--- config.mk ---
export PLATFORM = sky130hd
export DESIGN_NAME = ssp_reg_arbiter
export DESIGN_NICKNAME = d
export VERILOG_FILES = /design/src/rtl/ssp_arb_pkg.sv /design/src/rtl/rr_arbiter.sv /design/src/rtl/ssp_reg_arbiter.sv
export SDC_FILE = /design/constraint.sdc
export NUM_CORES = 1
export LEC_CHECK = 0
export BUFFER_PORTS_ARGS = -buffer_cell sky130_fd_sc_hd__buf_2
export CELL_PAD_IN_SITES_DETAIL_PLACEMENT = 1
export CELL_PAD_IN_SITES_GLOBAL_PLACEMENT = 1
export CORE_MARGIN = 2
export CORE_UTILIZATION = 39
export DETAILED_ROUTE_END_ITERATION = 10
export PLACE_DENSITY = 0.85
export REMOVE_ABC_BUFFERS = 1
export SLEW_MARGIN = 20
export SYNTH_ARGS = -nofsm -noshare
export SYNTH_HDL_FRONTEND = slang
export SYNTH_SLANG_ARGS = --single-unit
--- constraint.sdc ---
create_clock -name Clk -period 3.4 [get_ports Clk]
set_clock_uncertainty 0.15 [all_clocks]
set_input_delay 0.34 -clock Clk [delete_from_list [all_inputs] [get_ports Clk]]
set_output_delay 0.34 -clock Clk [all_outputs]
set_load 0.05 [all_outputs]
--- src/rtl/ssp_arb_pkg.sv ---
// Shared constants, state encoding and helpers for the SSP register-port arbiter.
package ssp_arb_pkg;

  localparam int unsigned DATA_W = 12;
  localparam int unsigned ADDR_W = 3;

  localparam logic [ADDR_W-1:0] UCR = 3'd0;
  localparam logic [ADDR_W-1:0] USR = 3'd1;
  localparam logic [ADDR_W-1:0] RDR = 3'd2;
  localparam logic [ADDR_W-1:0] TDR = 3'd3;
  localparam logic [ADDR_W-1:0] SPR = 3'd4;
  localparam logic [ADDR_W-1:0] RA_MAX = SPR;

  localparam logic [DATA_W-1:0] UCR_RST = 12'h000;
  localparam logic [DATA_W-1:0] USR_RST = 12'h000;
  localparam logic [DATA_W-1:0] RDR_RST = 12'h000;
  localparam logic [DATA_W-1:0] TDR_RST = 12'h000;
  localparam logic [DATA_W-1:0] SPR_RST = 12'h000;

  typedef enum logic [2:0] {
    StIdle,
    StSetup,
    StStrobe,
    StWait,
    StDone,
    StErr
  } arb_state_t;

  function automatic logic ra_legal(input logic [ADDR_W-1:0] ra);
    return ra <= RA_MAX;
  endfunction

endpackage

--- src/rtl/rr_arbiter.sv ---
// Combinational round-robin picker: first asserted request at or after the pointer.
module rr_arbiter #(
  parameter int unsigned N_REQ = 2,
  localparam int unsigned IdxW = (N_REQ > 1) ? $clog2(N_REQ) : 1
) (
  input  logic [N_REQ-1:0] req_i,
  input  logic [IdxW-1:0]  ptr_i,
  output logic [N_REQ-1:0] gnt_o,
  output logic [IdxW-1:0]  idx_o
);

  always_comb begin
    int unsigned cand;
    logic        found;
    gnt_o = '0;
    idx_o = '0;
    found = 1'b0;
    cand  = 0;
    for (int unsigned i = 0; i < N_REQ; i++) begin
      cand = (int'(ptr_i) + i) % N_REQ;
      if (!found && req_i[cand]) begin
        found       = 1'b1;
        gnt_o[cand] = 1'b1;
        idx_o       = cand[IdxW-1:0];
      end
    end
  end

endmodule

--- src/rtl/ssp_reg_arbiter.sv ---
// Serialises single register accesses from N_REQ requesters onto the ssp_uart SSP port.
module ssp_reg_arbiter
  import ssp_arb_pkg::*;
#(
  parameter int unsigned N_REQ    = 2,
  parameter int unsigned WAIT_CYC = 1
) (
  input  logic                           Clk,
  input  logic                           Rst_n,
  input  logic [N_REQ-1:0]               Req,
  input  logic [N_REQ-1:0][ADDR_W-1:0]   Req_RA,
  input  logic [N_REQ-1:0]               Req_WnR,
  input  logic [N_REQ-1:0][DATA_W-1:0]   Req_DI,
  output logic [N_REQ-1:0]               Gnt,
  output logic [N_REQ-1:0]               Ack,
  output logic                           Err,
  output logic [DATA_W-1:0]              Rd_Data,
  output logic                           Busy,
  output logic                           SSP_SSEL,
  output logic                           SSP_EOC,
  output logic [ADDR_W-1:0]              SSP_RA,
  output logic                           SSP_WnR,
  output logic [DATA_W-1:0]              SSP_DI,
  input  logic [DATA_W-1:0]              SSP_DO
);

  localparam int unsigned     IdxW     = (N_REQ > 1) ? $clog2(N_REQ) : 1;
  localparam logic [IdxW-1:0] LastIdx  = IdxW'(N_REQ - 1);
  localparam logic [2:0]      WaitLoad = 3'(WAIT_CYC - 1);

  arb_state_t         state_q;
  logic [IdxW-1:0]    ptr_q;
  logic [IdxW-1:0]    idx_q;
  logic [2:0]         wait_cnt_q;
  logic [N_REQ-1:0]   gnt_q;
  logic [N_REQ-1:0]   ack_q;
  logic               err_q;
  logic [DATA_W-1:0]  rd_data_q;
  logic               busy_q;
  logic               ssel_q;
  logic               eoc_q;
  logic [ADDR_W-1:0]  ra_q;
  logic               wnr_q;
  logic [DATA_W-1:0]  di_q;

  logic [N_REQ-1:0]   pick_gnt;
  logic [IdxW-1:0]    pick_idx;

  rr_arbiter #(
    .N_REQ (N_REQ)
  ) u_rr_arbiter (
    .req_i (Req),
    .ptr_i (ptr_q),
    .gnt_o (pick_gnt),
    .idx_o (pick_idx)
  );

  always_ff @(posedge Clk or negedge Rst_n) begin
    if (!Rst_n) begin
      state_q    <= StIdle;
      ptr_q      <= '0;
      idx_q      <= '0;
      wait_cnt_q <= '0;
      gnt_q      <= '0;
      ack_q      <= '0;
      err_q      <= 1'b0;
      rd_data_q  <= '0;
      busy_q     <= 1'b0;
      ssel_q     <= 1'b0;
      eoc_q      <= 1'b0;
      ra_q       <= '0;
      wnr_q      <= 1'b0;
      di_q       <= '0;
    end else begin
      ack_q <= '0;
      unique case (state_q)
        StIdle: begin
          if (|Req) begin
            gnt_q  <= pick_gnt;
            idx_q  <= pick_idx;
            busy_q <= 1'b1;
            if (ra_legal(Req_RA[pick_idx])) begin
              state_q <= StSetup;
              ssel_q  <= 1'b1;
              ra_q    <= Req_RA[pick_idx];
              wnr_q   <= Req_WnR[pick_idx];
              di_q    <= Req_DI[pick_idx];
            end else begin
              // Illegal address: acknowledge with error, SSP port stays quiet.
              state_q   <= StErr;
              ack_q     <= pick_gnt;
              err_q     <= 1'b1;
              rd_data_q <= '0;
            end
          end
        end
        StSetup: begin
          eoc_q   <= 1'b1;
          state_q <= StStrobe;
        end
        StStrobe: begin
          eoc_q      <= 1'b0;
          wait_cnt_q <= WaitLoad;
          state_q    <= StWait;
        end
        StWait: begin
          if (wait_cnt_q == 3'd0) begin
            rd_data_q <= wnr_q ? '0 : SSP_DO;
            ssel_q    <= 1'b0;
            ra_q      <= '0;
            wnr_q     <= 1'b0;
            di_q      <= '0;
            ack_q     <= gnt_q;
            err_q     <= 1'b0;
            state_q   <= StDone;
          end else begin
            wait_cnt_q <= wait_cnt_q - 3'd1;
          end
        end
        StDone, StErr: begin
          gnt_q     <= '0;
          err_q     <= 1'b0;
          rd_data_q <= '0;
          busy_q    <= 1'b0;
          ptr_q     <= (idx_q == LastIdx) ? '0 : idx_q + 1'b1;
          state_q   <= StIdle;
        end
        default: state_q <= StIdle;
      endcase
    end
  end

  assign Gnt      = gnt_q;
  assign Ack      = ack_q;
  assign Err      = err_q;
  assign Rd_Data  = rd_data_q;
  assign Busy     = busy_q;
  assign SSP_SSEL = ssel_q;
  assign SSP_EOC  = eoc_q;
  assign SSP_RA   = ra_q;
  assign SSP_WnR  = wnr_q;
  assign SSP_DI   = di_q;

endmodule

==> results_tabular.tex, run 1 <==
\begin{tabular}{lr}
\hline
Metric & Value \\
\hline
\multicolumn{2}{l}{\textbf{Status}} \\
Status & finished clean \\
\multicolumn{2}{l}{\textbf{Drt}} \\
Via count & 1724 \\
Routed wirelength normalized by instance count & 15.93 microns \\
DR DRC count & 0 \\
Detail Route Antenna Nets & 0 \\
Via/cell ratio & 5.086 \\
Final wirelength & 5399 microns \\
Detailed router's first-iteration violation count & 41 \\
Initial DRT Pass Iterations & 4 \\
\multicolumn{2}{l}{\textbf{Worst setup path}} \\
Reg-to-reg setup timing slack & 0.78 ns \\
Slowest cell on crit path & sky130\_fd\_sc\_hd\_\_nor2\_1 \\
CP cell instances & inv\_1, ha\_1, nor2b\_1, nand3\_1, nor2\_1, a32o\_1 \\
Arrival time at the worst endpoint & 2.71 ns \\
Critical path fanouts, max & 12 \\
Startpoint-to-endpoint class of the critical path & flip-flop to flip-flop \\
Required time at the endpoint of the critical path & 3.48 ns \\
Dominant delay contributor by cell family on the critical path & simple AND/OR/NAND/NOR gates \\
CP bufs+invs & 1 \\
Nature of the critical path startpoint & flip-flop \\
Slowest cell delay on critical path & 0.77 ns \\
Kind of capture point of the worst setup path & flip-flop \\
\multicolumn{2}{l}{\textbf{Timing}} \\
Final worst path period share & 77.19\% \\
Final setup TNS & 0 ns \\
Min cycle time layout & 2.624 ns \\
Final number of max-transition violations & 0 \\
Transition time at the pin with the least slew margin & 0.9739 ns \\
Setup ws final & 0.7757 ns \\
FMAX & 0.3811 GHz \\
Worst rel slew slack & 35.08\% \\
Setup repair after global routing missed its margin & no \\
Number of endpoints failing setup at the final stage & 0 \\
Final hold violation count & 0 \\
\multicolumn{2}{l}{\textbf{Logic synthesis}} \\
Ys Warns & 0 \\
Flip-flop and latch count after synthesis & 44 \\
Share of flip-flops with an asynchronous set or reset after synthesis & 100.0\% \\
Number of synthesized flops with an enable pin & 0 \\
Synth Flop Type & sky130\_fd\_sc\_hd\_\_dfrtp\_1 \\
Post-synthesis area per instance & 11.43 sq um \\
Unique cell type count in the Yosys netlist & 39 \\
Sequential fraction of the synthesis area & 51.49\% \\
Number of cells produced by synthesis & 187 \\
Netlist area before placement & 0.002138 sq mm \\
\multicolumn{2}{l}{\textbf{Layout}} \\
Final Cell Area & 0.002693 sq mm \\
Fraction of final layout cells sized beyond drive strength 1 & 39.41\% \\
Area growth from synthesis to layout & 25.92\% \\
Final net count & 318 \\
ANT cells & 0 \\
\multicolumn{2}{l}{\textbf{Clock tree}} \\
Worst-Skew Late Latency & 0.30 ns \\
Clock sink total & 44 \\
Number of gates given a new drive strength after cts & 0 \\
Worst-path clk slew & 0.08 ns \\
\# H-tree levels & 2 \\
CTS Hold Bufs & 0 \\
Root Buffer & sky130\_fd\_sc\_hd\_\_clkbuf\_8 \\
Setup Fix Bufs, Post-CTS & 0 \\
Number of CTS-inserted buffers & 5 \\
CTS tree & yes \\
Buffers from clock root to sink, at most & 2 \\
\multicolumn{2}{l}{\textbf{Floorplan}} \\
Rows & 26 \\
Full die area & 0.006091 sq mm \\
Chip width & 78.05 microns \\
Die Ht & 78.05 microns \\
Placeable core area & 0.005205 sq mm \\
IO Pins & 84 \\
Starting Density & 41.08\% \\
\multicolumn{2}{l}{\textbf{Hold path}} \\
Class of the tightest hold or removal check & input port to asynchronous set/reset pin \\
\multicolumn{2}{l}{\textbf{GRT}} \\
Pin count of the biggest net entering global routing & 45 \\
Antenna violations before repair & 0 \\
First-pass GRT wire length & 8852 microns \\
Global route overflow & 0 \\
GRT Overall Usage & 18.41\% \\
Via count of the first global-routing pass & 1832 \\
\multicolumn{2}{l}{\textbf{Power}} \\
Leakage power of the design & 1.374 nW \\
Maximum resistive drop on vdd & 0.3858 mV \\
PwrDens & 1037 mW/mm\^{}2 \\
Final Total Pwr & 0.002793 W \\
\multicolumn{2}{l}{\textbf{Place}} \\
Total of buffers placed on input and output ports & 83 \\
RePlAce Congestion & 0.7578 \\
DP Area & 0.002577 sq mm \\
Post-Place Worst Slack & 0.7713 ns \\
Final HPWL from detailed placement & 3997 microns \\
\multicolumn{2}{l}{\textbf{Flow run}} \\
Total of max-cap violations & 0 \\
\hline
\end{tabular}
## per-layer routing
layer  up-vias  global-route usage, %  share of wire (%)  wire length (microns)
li1        829                      -                  -                      -
met1       830                  23.44                 44                   2374
met2        61                  31.03                 48                   2597
met3         4                  5.517                7.1                    383
met4         0                  4.211               0.80                     43
met5         -                      0                  0                      0
## cell type report
cell class              count  area [sq um]
clock buffers               5         68.82
clock inverters             3         46.29
fillers                   616          2512
inverters                   5         18.77
multi-input cells         127         939.7
flip-flops and latches     44          1101
well taps                  70         87.58
repair buffers             85         430.4
## path summary, 6_finish.rpt
path                                from  depth (start not counted)         end
setup / recovery           wait_cnt_q[0]                          6  Rd_Data[4]
min in group Clk               SSP_DO[6]                          2  Rd_Data[6]
setup reg to reg           wait_cnt_q[0]                          6  Rd_Data[4]
max in group asynchronous          Rst_n                          1      Gnt[0]
hold reg to reg                    idx_q                          1       ptr_q
hold / removal                     Rst_n                          1  SSP_DI[10]
## sequential cells by signal, summed over array words and instances, names as in the netlist, 2 cells and up
name and cells:
Gnt 2, wait_cnt_q 3, SSP_RA 3, SSP_DI 12, state_q 3, Rd_Data 12, Ack 2
## power by group
part | internal (W) | switching [W]
Sequential | 0.000735 | 0.000167
Clock | 0.000221 | 0.000186
Combinational | 0.000419 | 0.00106
Total | 0.00138 | 0.00142
## synth_stat cells (all sizes together) (2+ instances only)
library cell | count | share of area [%]
a21oi | 3 | 0.88
a22o | 2 | 0.82
a32o | 13 | 6.1
and2 | 2 | 0.70
buf | 9 | 3.6
clkbuf | 2 | 0.35
dfrtp | 44 | 51
ha | 2 | 1.2
inv | 5 | 0.88
mux2i | 32 | 15
nand2 | 25 | 4.5
nand2b | 3 | 0.99
nand3 | 3 | 0.70
nor2 | 7 | 1.2
nor2b | 3 | 0.88
nor3 | 6 | 2.6
o21a | 2 | 0.70
o21ai | 12 | 3.2
o22ai | 2 | 0.59
o31ai | 2 | 0.70
or2 | 2 | 0.59
## metrics by stage
stage	hold WS [ns]	cells	util, %
finish	0.04589	339	51.73
global route	0.09291	339	51.73
CTS	0.07781	339	51.73
detailed placement	0.3116	331	49.52
global placement	0.2972	331	49.52
floorplan	-0.1056	176	-
## kinds of logic after synthesis
kind of cell               count (synthesis)  synth area share [%]
AOI/OAI and AO/OA                         40                 14.39
adders and majority gates                  2                 1.170
buffers and inverters                     16                 4.856
DFF                                       44                 51.49
muxes                                     33                 15.51
and+or+nand+nor                           52                 12.58
## layout by cell type, fill, tap and decap left out, types with 3 or more instances in the layout
master                     count
sky130_fd_sc_hd__buf_2        83
sky130_fd_sc_hd__o21ai_0       7
sky130_fd_sc_hd__nand3_1       3
sky130_fd_sc_hd__nand2_1      24
sky130_fd_sc_hd__dfrtp_1      44
sky130_fd_sc_hd__mux2i_1      32
sky130_fd_sc_hd__o21ai_1       3
sky130_fd_sc_hd__a32o_1       13
sky130_fd_sc_hd__clkbuf_8      5
sky130_fd_sc_hd__inv_1         5
sky130_fd_sc_hd__nor2_1        7
sky130_fd_sc_hd__nor2b_1       3
Power figures use the tool's default switching activity.
==> run 2, diff against run 1 <==
Settings changed: CORE_UTILIZATION 39 to 37, PLACE_DENSITY 0.85 to 0.81.
Clock period 3.4 ns to 2.6 ns, I/O delays scaled along.
==> run 2 against run 1 <==
Die area increased by 5.1%. Fmax increased by 27%. Register-to-register slack got worse by 0.24 ns. Cell count increased by 1.8%. Sequential cell count unchanged. Critical path type unchanged. Largest cell class unchanged. Highest routed layer unchanged.
==> results_tabular.tex, run 2 (synthesis results as in run 1) <==
\begin{tabular}{lr}
\hline
Metric & Value \\
\hline
\multicolumn{2}{l}{\textbf{Drt}} \\
Via/cell ratio & 5.183 \\
DR DRC count & 0 \\
Final wirelength & 5375 microns \\
Detail Route Antenna Nets & 0 \\
Initial DRT Pass Iterations & 4 \\
Routed wirelength normalized by instance count & 15.58 microns \\
Detailed router's first-iteration violation count & 81 \\
Via count & 1788 \\
\multicolumn{2}{l}{\textbf{Power}} \\
Maximum resistive drop on vdd & 0.5404 mV \\
Leakage power of the design & 1.394 nW \\
PwrDens & 1340 mW/mm\^{}2 \\
\multicolumn{2}{l}{\textbf{Layout}} \\
Final net count & 322 \\
ANT cells & 0 \\
Commonest cells after routing, fill and taps aside & sky130\_fd\_sc\_hd\_\_buf\_2, sky130\_fd\_sc\_hd\_\_dfrtp\_1, sky130\_fd\_sc\_hd\_\_mux2i\_1 \\
Most frequent standard cell in the layout excluding fill and tap cells & sky130\_fd\_sc\_hd\_\_buf\_2 \\
Final Cell Area & 0.002720 sq mm \\
Area growth from synthesis to layout & 27.21\% \\
Filler cell count in the final layout & 657 \\
Area occupied by registers & 0.001101 sq mm \\
Fraction of final layout cells sized beyond drive strength 1 & 39.56\% \\
Multi-input combinational cell area & 939.7 sq um \\
\multicolumn{2}{l}{\textbf{Worst setup path}} \\
Kind of capture point of the worst setup path & flip-flop \\
CP cell instances & inv\_1, ha\_1, nor2b\_1, nand3\_1, and2\_4, a32o\_1 \\
Slowest cell on crit path & sky130\_fd\_sc\_hd\_\_dfrtp\_1 \\
Arrival time at the worst endpoint & 2.10 ns \\
Dominant delay contributor by cell family on the critical path & simple AND/OR/NAND/NOR gates \\
Slowest cell delay on critical path & 0.40 ns \\
Startpoint-to-endpoint class of the critical path & flip-flop to flip-flop \\
Critical path fanouts, max & 13 \\
Required time at the endpoint of the critical path & 2.63 ns \\
Nature of the critical path startpoint & flip-flop \\
CP bufs+invs & 1 \\
\multicolumn{2}{l}{\textbf{Floorplan}} \\
Die Ht & 80.02 microns \\
Placeable core area & 0.005540 sq mm \\
IO Pins & 84 \\
Rows & 27 \\
Chip width & 80.02 microns \\
Starting Density & 38.60\% \\
Full die area & 0.006403 sq mm \\
\multicolumn{2}{l}{\textbf{Timing}} \\
FMAX & 0.4852 GHz \\
Number of endpoints failing setup at the final stage & 0 \\
Final worst path period share & 79.28\% \\
Worst rel slew slack & 61.72\% \\
Final hold violation count & 0 \\
Transition time at the pin with the least slew margin & 0.5741 ns \\
Min cycle time layout & 2.061 ns \\
Final number of max-transition violations & 0 \\
Setup repair after global routing missed its margin & no \\
Final setup TNS & 0 ns \\
\multicolumn{2}{l}{\textbf{Flow run}} \\
Total of max-cap violations & 0 \\
\multicolumn{2}{l}{\textbf{Place}} \\
Final HPWL from detailed placement & 4180 microns \\
RePlAce Congestion & 0.7540 \\
DP Area & 0.002603 sq mm \\
Total of buffers placed on input and output ports & 83 \\
\multicolumn{2}{l}{\textbf{Clock tree}} \\
Number of gates given a new drive strength after cts & 0 \\
CTS tree & yes \\
Root Buffer & sky130\_fd\_sc\_hd\_\_clkbuf\_8 \\
Worst-path clk slew & 0.08 ns \\
Worst-Skew Late Latency & 0.29 ns \\
\# H-tree levels & 2 \\
CTS Hold Bufs & 1 \\
Number of CTS-inserted buffers & 5 \\
Buffers from clock root to sink, at most & 2 \\
Setup Fix Bufs, Post-CTS & 0 \\
Clock sink total & 44 \\
\multicolumn{2}{l}{\textbf{Status}} \\
Status & finished clean \\
\multicolumn{2}{l}{\textbf{GRT}} \\
Global route overflow & 0 \\
Antenna violations before repair & 0 \\
Via count of the first global-routing pass & 1857 \\
GRT Overall Usage & 18.24\% \\
First-pass GRT wire length & 8873 microns \\
Pin count of the biggest net entering global routing & 21 \\
\multicolumn{2}{l}{\textbf{Hold path}} \\
Class of the tightest hold or removal check & input port to flip-flop \\
\hline
\end{tabular}
## run 2: changes by cell type in the layout (fill, tap and decap cells not counted), sizes merged
cell         previous run  this run
buf                    85        88
clkbuf                  5         6
clkinv                  0         1
clkinvlp                1         0
dlygate4sd3             0         1
inv                     6         5
## run 2: layout make-up
type | count | share of cell area [%]
Timing Repair Buffer | 89 | 17.02
Clock inverter | 2 | 1.288
Inverter | 5 | 0.6900
Sequential cell | 44 | 40.48
Tap cell | 72 | 3.312
Multi-Input combinational cell | 127 | 34.54
Clock buffer | 6 | 2.668
## run 2: final timing paths
path / endpoint / slack [ns] / cells after the start / start
min: Rd_Data[11] / 0.03 / 2 / SSP_DO[11]
min reg2reg: ptr_q / 0.31 / 1 / idx_q
max in group asynchronous: SSP_WnR / 1.45 / 3 / Rst_n
max reg2reg: Rd_Data[3] / 0.54 / 6 / wait_cnt_q[1]
min in group asynchronous: SSP_RA[2] / 0.30 / 2 / Rst_n
max: Rd_Data[3] / 0.54 / 6 / wait_cnt_q[1]
## run 2: metal layers
layer	vias to the layer above	wire, microns	track usage [%]	part of all wire (%)
li1	849	-	-	-
met1	874	2191	21.62	41
met2	59	2757	31.92	51
met3	6	353	4.751	6.6
met4	0	72	6.102	1.3
met5	-	0	0	0
## run 2: metrics by stage
stage | util, % | instances | total power, W | hold slack (ns) | setup WS [ns]
floorplan | - | 176 | 0.002621 | -0.1856 | 0.2856
global placement | 46.97 | 336 | 0.003111 | 0.08202 | 0.6346
detailed placement | 46.97 | 336 | 0.003177 | 0.09317 | 0.5213
CTS | 49.10 | 345 | 0.003695 | 0.02402 | 0.5181
global route | 49.10 | 345 | 0.003890 | 0.01679 | 0.3527
finish | 49.10 | 345 | 0.003645 | 0.03035 | 0.5388
## run 2: worst reg2reg max path, cell delays in order (launching register included)
cell and delay (ns):
sky130_fd_sc_hd__dfrtp_1 0.40, sky130_fd_sc_hd__inv_1 0.09, sky130_fd_sc_hd__ha_1 0.17, sky130_fd_sc_hd__nor2b_1 0.29
sky130_fd_sc_hd__nand3_1 0.29, sky130_fd_sc_hd__and2_4 0.29, sky130_fd_sc_hd__a32o_1 0.27
## run 2: power breakdown
group          internal [W]  switching, W
registers          0.000962      0.000219
logic              0.000559       0.00139
clock network      0.000285      0.000229
==> run 3, diff against run 2 <==
Settings changed: ABC_AREA set to 1, CORE_UTILIZATION 37 to 34, PLACE_DENSITY 0.81 to 0.8.
Clock period 2.6 ns to 1.9 ns, I/O delays scaled along.
==> run 3 against run 2 <==
Sequential share of layout area down 2.2 points. Global-route usage down 0.28 points. Power up 43%. First-iteration DRC count up 38%. Setup slack worse by 0.38 ns. Highest routed layer unchanged. Cell count up 29%. Design area up 5.7%. Synthesized area up 1.1%. Largest power group unchanged. Fmax up 19%. Count of clock-buffer cells in the layout up 1. Clock power up 19%. Sequential power up 30%.
==> results_tabular.tex, run 3 <==
\begin{tabular}{lr}
\hline
Metric & Value \\
\hline
\multicolumn{2}{l}{\textbf{Worst setup path}} \\
Most repeated library cell on the critical path & sky130\_fd\_sc\_hd\_\_nand2\_2 \\
Nature of the critical path startpoint & flip-flop \\
Startpoint-to-endpoint class of the critical path & flip-flop to flip-flop \\
Kind of capture point of the worst setup path & flip-flop \\
Required time at the endpoint of the critical path & 1.94 ns \\
Arrival time at the worst endpoint & 1.78 ns \\
Slowest cell on crit path & sky130\_fd\_sc\_hd\_\_dfrtp\_1 \\
Critical path fanouts, max & 18 \\
CP bufs+invs & 2 \\
CP cell instances & inv\_1, nand2\_2, nand2\_4, inv\_2, nand2\_2, nand2\_2, nand2\_2, nand2\_4, nand2\_4, nand2\_8, nand2\_1, nand2\_1 \\
Slowest cell delay on critical path & 0.40 ns \\
Dominant delay contributor by cell family on the critical path & simple AND/OR/NAND/NOR gates \\
\multicolumn{2}{l}{\textbf{Clock tree}} \\
Buffers from clock root to sink, at most & 2 \\
Number of CTS-inserted buffers & 5 \\
CTS tree & yes \\
Worst-path clk slew & 0.08 ns \\
Worst-Skew Late Latency & 0.29 ns \\
\# H-tree levels & 2 \\
Root Buffer & sky130\_fd\_sc\_hd\_\_clkbuf\_8 \\
Clock sink total & 44 \\
\multicolumn{2}{l}{\textbf{Floorplan}} \\
Chip width & 83.72 microns \\
Starting Density & 34.62\% \\
IO Pins & 84 \\
Full die area & 0.007009 sq mm \\
Die Ht & 83.72 microns \\
Placeable core area & 0.006241 sq mm \\
Rows & 29 \\
\multicolumn{2}{l}{\textbf{Layout}} \\
Count of placed standard cells in the final layout, fillers left out & 444 \\
Most frequent standard cell in the layout excluding fill and tap cells & sky130\_fd\_sc\_hd\_\_nand2\_1 \\
Area growth from synthesis to layout & 33.06\% \\
ANT cells & 0 \\
Area occupied by registers & 0.001101 sq mm \\
Fraction of final layout cells sized beyond drive strength 1 & 31.88\% \\
Multi-input combinational cell area & 942.2 sq um \\
Commonest cells after routing, fill and taps aside & sky130\_fd\_sc\_hd\_\_nand2\_1, sky130\_fd\_sc\_hd\_\_buf\_2, sky130\_fd\_sc\_hd\_\_dfrtp\_1 \\
Final net count & 416 \\
Filler cell count in the final layout & 805 \\
Post-layout util & 46.07\% \\
\multicolumn{2}{l}{\textbf{Timing}} \\
Setup repair after global routing missed its margin & no \\
Worst rel slew slack & 58.60\% \\
Final hold violation count & 0 \\
Final setup TNS & 0 ns \\
FMAX & 0.5752 GHz \\
Final worst path period share & 91.49\% \\
Final number of max-transition violations & 0 \\
Number of endpoints failing setup at the final stage & 0 \\
Setup ws final & 0.1616 ns \\
Min cycle time layout & 1.738 ns \\
Transition time at the pin with the least slew margin & 0.6210 ns \\
\multicolumn{2}{l}{\textbf{Place}} \\
Final HPWL from detailed placement & 4612 microns \\
RePlAce Congestion & 0.7968 \\
Total of buffers placed on input and output ports & 83 \\
Placed cell count & 426 \\
Post-Place Worst Slack & 0.07555 ns \\
\multicolumn{2}{l}{\textbf{GRT}} \\
Global route overflow & 0 \\
First-pass GRT wire length & 10310 microns \\
Pin count of the biggest net entering global routing & 29 \\
Antenna violations before repair & 0 \\
Via count of the first global-routing pass & 2168 \\
GRT Overall Usage & 17.96\% \\
\multicolumn{2}{l}{\textbf{Drt}} \\
Via/cell ratio & 4.865 \\
Routed wirelength normalized by instance count & 14.18 microns \\
Detail Route Antenna Nets & 0 \\
DR DRC count & 0 \\
Initial DRT Pass Iterations & 4 \\
Via count & 2160 \\
Final wirelength & 6298 microns \\
Detailed router's first-iteration violation count & 112 \\
\multicolumn{2}{l}{\textbf{Power}} \\
Relative contribution of the clock network to total power & 11.7\% \\
Combinational power share & 58.7\% \\
Pint & 0.002323 W \\
Leakage power of the design & 1.591 nW \\
Sw Pwr & 0.002871 W \\
Final Total Pwr & 0.005194 W \\
PwrDens & 1806 mW/mm\^{}2 \\
Maximum resistive drop on vdd & 0.8203 mV \\
Switching portion of total power & 55.28\% \\
Part of the power in registers & 29.6\% \\
\multicolumn{2}{l}{\textbf{Logic synthesis}} \\
Share of flip-flops with an asynchronous set or reset after synthesis & 100.0\% \\
Unique cell type count in the Yosys netlist & 21 \\
Sequential fraction of the synthesis area & 50.96\% \\
Flip-flop and latch count after synthesis & 44 \\
Post-synthesis area per instance & 8.033 sq um \\
Area fraction of the dominant cell type after synthesis & 50.96\% \\
Synth Flop Type & sky130\_fd\_sc\_hd\_\_dfrtp\_1 \\
Netlist area before placement & 0.002161 sq mm \\
Most frequent cells after synthesis & sky130\_fd\_sc\_hd\_\_nand2\_1, sky130\_fd\_sc\_hd\_\_dfrtp\_1, sky130\_fd\_sc\_hd\_\_nand3\_1, sky130\_fd\_sc\_hd\_\_inv\_1, sky130\_fd\_sc\_hd\_\_a21oi\_1 \\
Top cells by area in the synthesized netlist & sky130\_fd\_sc\_hd\_\_dfrtp\_1, sky130\_fd\_sc\_hd\_\_nand2\_1, sky130\_fd\_sc\_hd\_\_nand3\_1 \\
Number of cells produced by synthesis & 269 \\
Number of synthesized flops with an enable pin & 0 \\
Library cell with the highest instance count after synthesis & sky130\_fd\_sc\_hd\_\_nand2\_1 \\
Ys Warns & 0 \\
Largest area contributor in the synthesized netlist & sky130\_fd\_sc\_hd\_\_dfrtp\_1 \\
\multicolumn{2}{l}{\textbf{Hold path}} \\
Class of the tightest hold or removal check & input port to flip-flop \\
\multicolumn{2}{l}{\textbf{Flow run}} \\
Total of max-cap violations & 0 \\
\multicolumn{2}{l}{\textbf{Status}} \\
Status & finished clean \\
\hline
\end{tabular}
==> run 3: changes by cell type after synthesis, sizes merged, moves of 3 or more <==
cell    delta
nand2b     -3
a32o      -13
mux2i     -32
nand2     +90
o21ai      +6
o22ai      +3
a21oi     +14
nor2b      -3
inv       +18
nor3       -6
nand3     +24
==> run 3: area by class of cell <==
type / count / area share (%)
well taps: 77 / 3.351
flip-flops and latches: 44 / 38.29
clock inverters: 1 / 0.2611
inverters: 23 / 3.177
repair buffers: 98 / 19.15
clock buffers: 7 / 3.003
multi-input cells: 194 / 32.77
==> run 3: worst register-to-register path: stages (launching register included) <==
cell and delay (ns):
sky130_fd_sc_hd__dfrtp_1 0.40, sky130_fd_sc_hd__inv_1 0.08, sky130_fd_sc_hd__nand2_2 0.08, sky130_fd_sc_hd__nand2_4 0.10, sky130_fd_sc_hd__inv_2 0.05, sky130_fd_sc_hd__nand2_2 0.06, sky130_fd_sc_hd__nand2_2 0.06, sky130_fd_sc_hd__nand2_2 0.08
sky130_fd_sc_hd__nand2_4 0.08, sky130_fd_sc_hd__nand2_4 0.21, sky130_fd_sc_hd__nand2_8 0.14, sky130_fd_sc_hd__nand2_1 0.09, sky130_fd_sc_hd__nand2_1 0.05
==> run 3: worst paths after layout <==
check	slack, ns	start	to	cells after the start
hold / removal	0.006	SSP_DO[10]	Rd_Data[10]	3
setup / recovery	0.16	ptr_q	SSP_DI[0]	12
hold reg to reg	0.32	idx_q	ptr_q	1
min in group asynchronous	0.29	Rst_n	SSP_DI[7]	2
max in group asynchronous	0.71	Rst_n	ptr_q	3
setup reg to reg	0.16	ptr_q	SSP_DI[0]	12
==> run 3: cells by family (layout without fill, tap and decap cells) <==
family	Yosys count	after routing	share of synthesized area, %
compound gates	40	40	9.554
fa+ha+maj	2	2	1.158
buf+inv	32	129	6.601
flops	44	44	50.96
simple gates	151	152	31.73
==> run 3: power groups by stage <==
stage / registers (W) / logic, W / clock network (W)
after floorplan: 0.00260 / 0.00110 / 0
after global placement: 0.00154 / 0.00286 / 0
after detailed placement: 0.00155 / 0.00295 / 0
after CTS: 0.00154 / 0.00298 / 0.000623
after global routing: 0.00158 / 0.00331 / 0.000658
final: 0.00153 / 0.00305 / 0.000610
==> run 3: what timing repair did <==
item,4_1_cts,5_1_grt
setup endpoints to repair,0,28
buffers inserted,0,0
hold buffers,9,0
endpoints found under the hold margin,34,0
resized for setup,0,5
==> run 3: per-layer routing <==
layer / part of all wire [%] / global-route usage, %
met3: 6.4 / 4.352
met4: 0.92 / 4.106
met1: 43 / 23.52
met2: 50 / 30.18
met5: 0 / 0
==> run 3: through the flow <==
step                instance area (sq um)  hold WS (ns)
floorplan                            2107       -0.2556
global placement                     2664       0.09708
detailed placement                   2664        0.1029
CTS                                  2848      0.001202
global route                         2875       0.01070
finish                               2875      0.005892
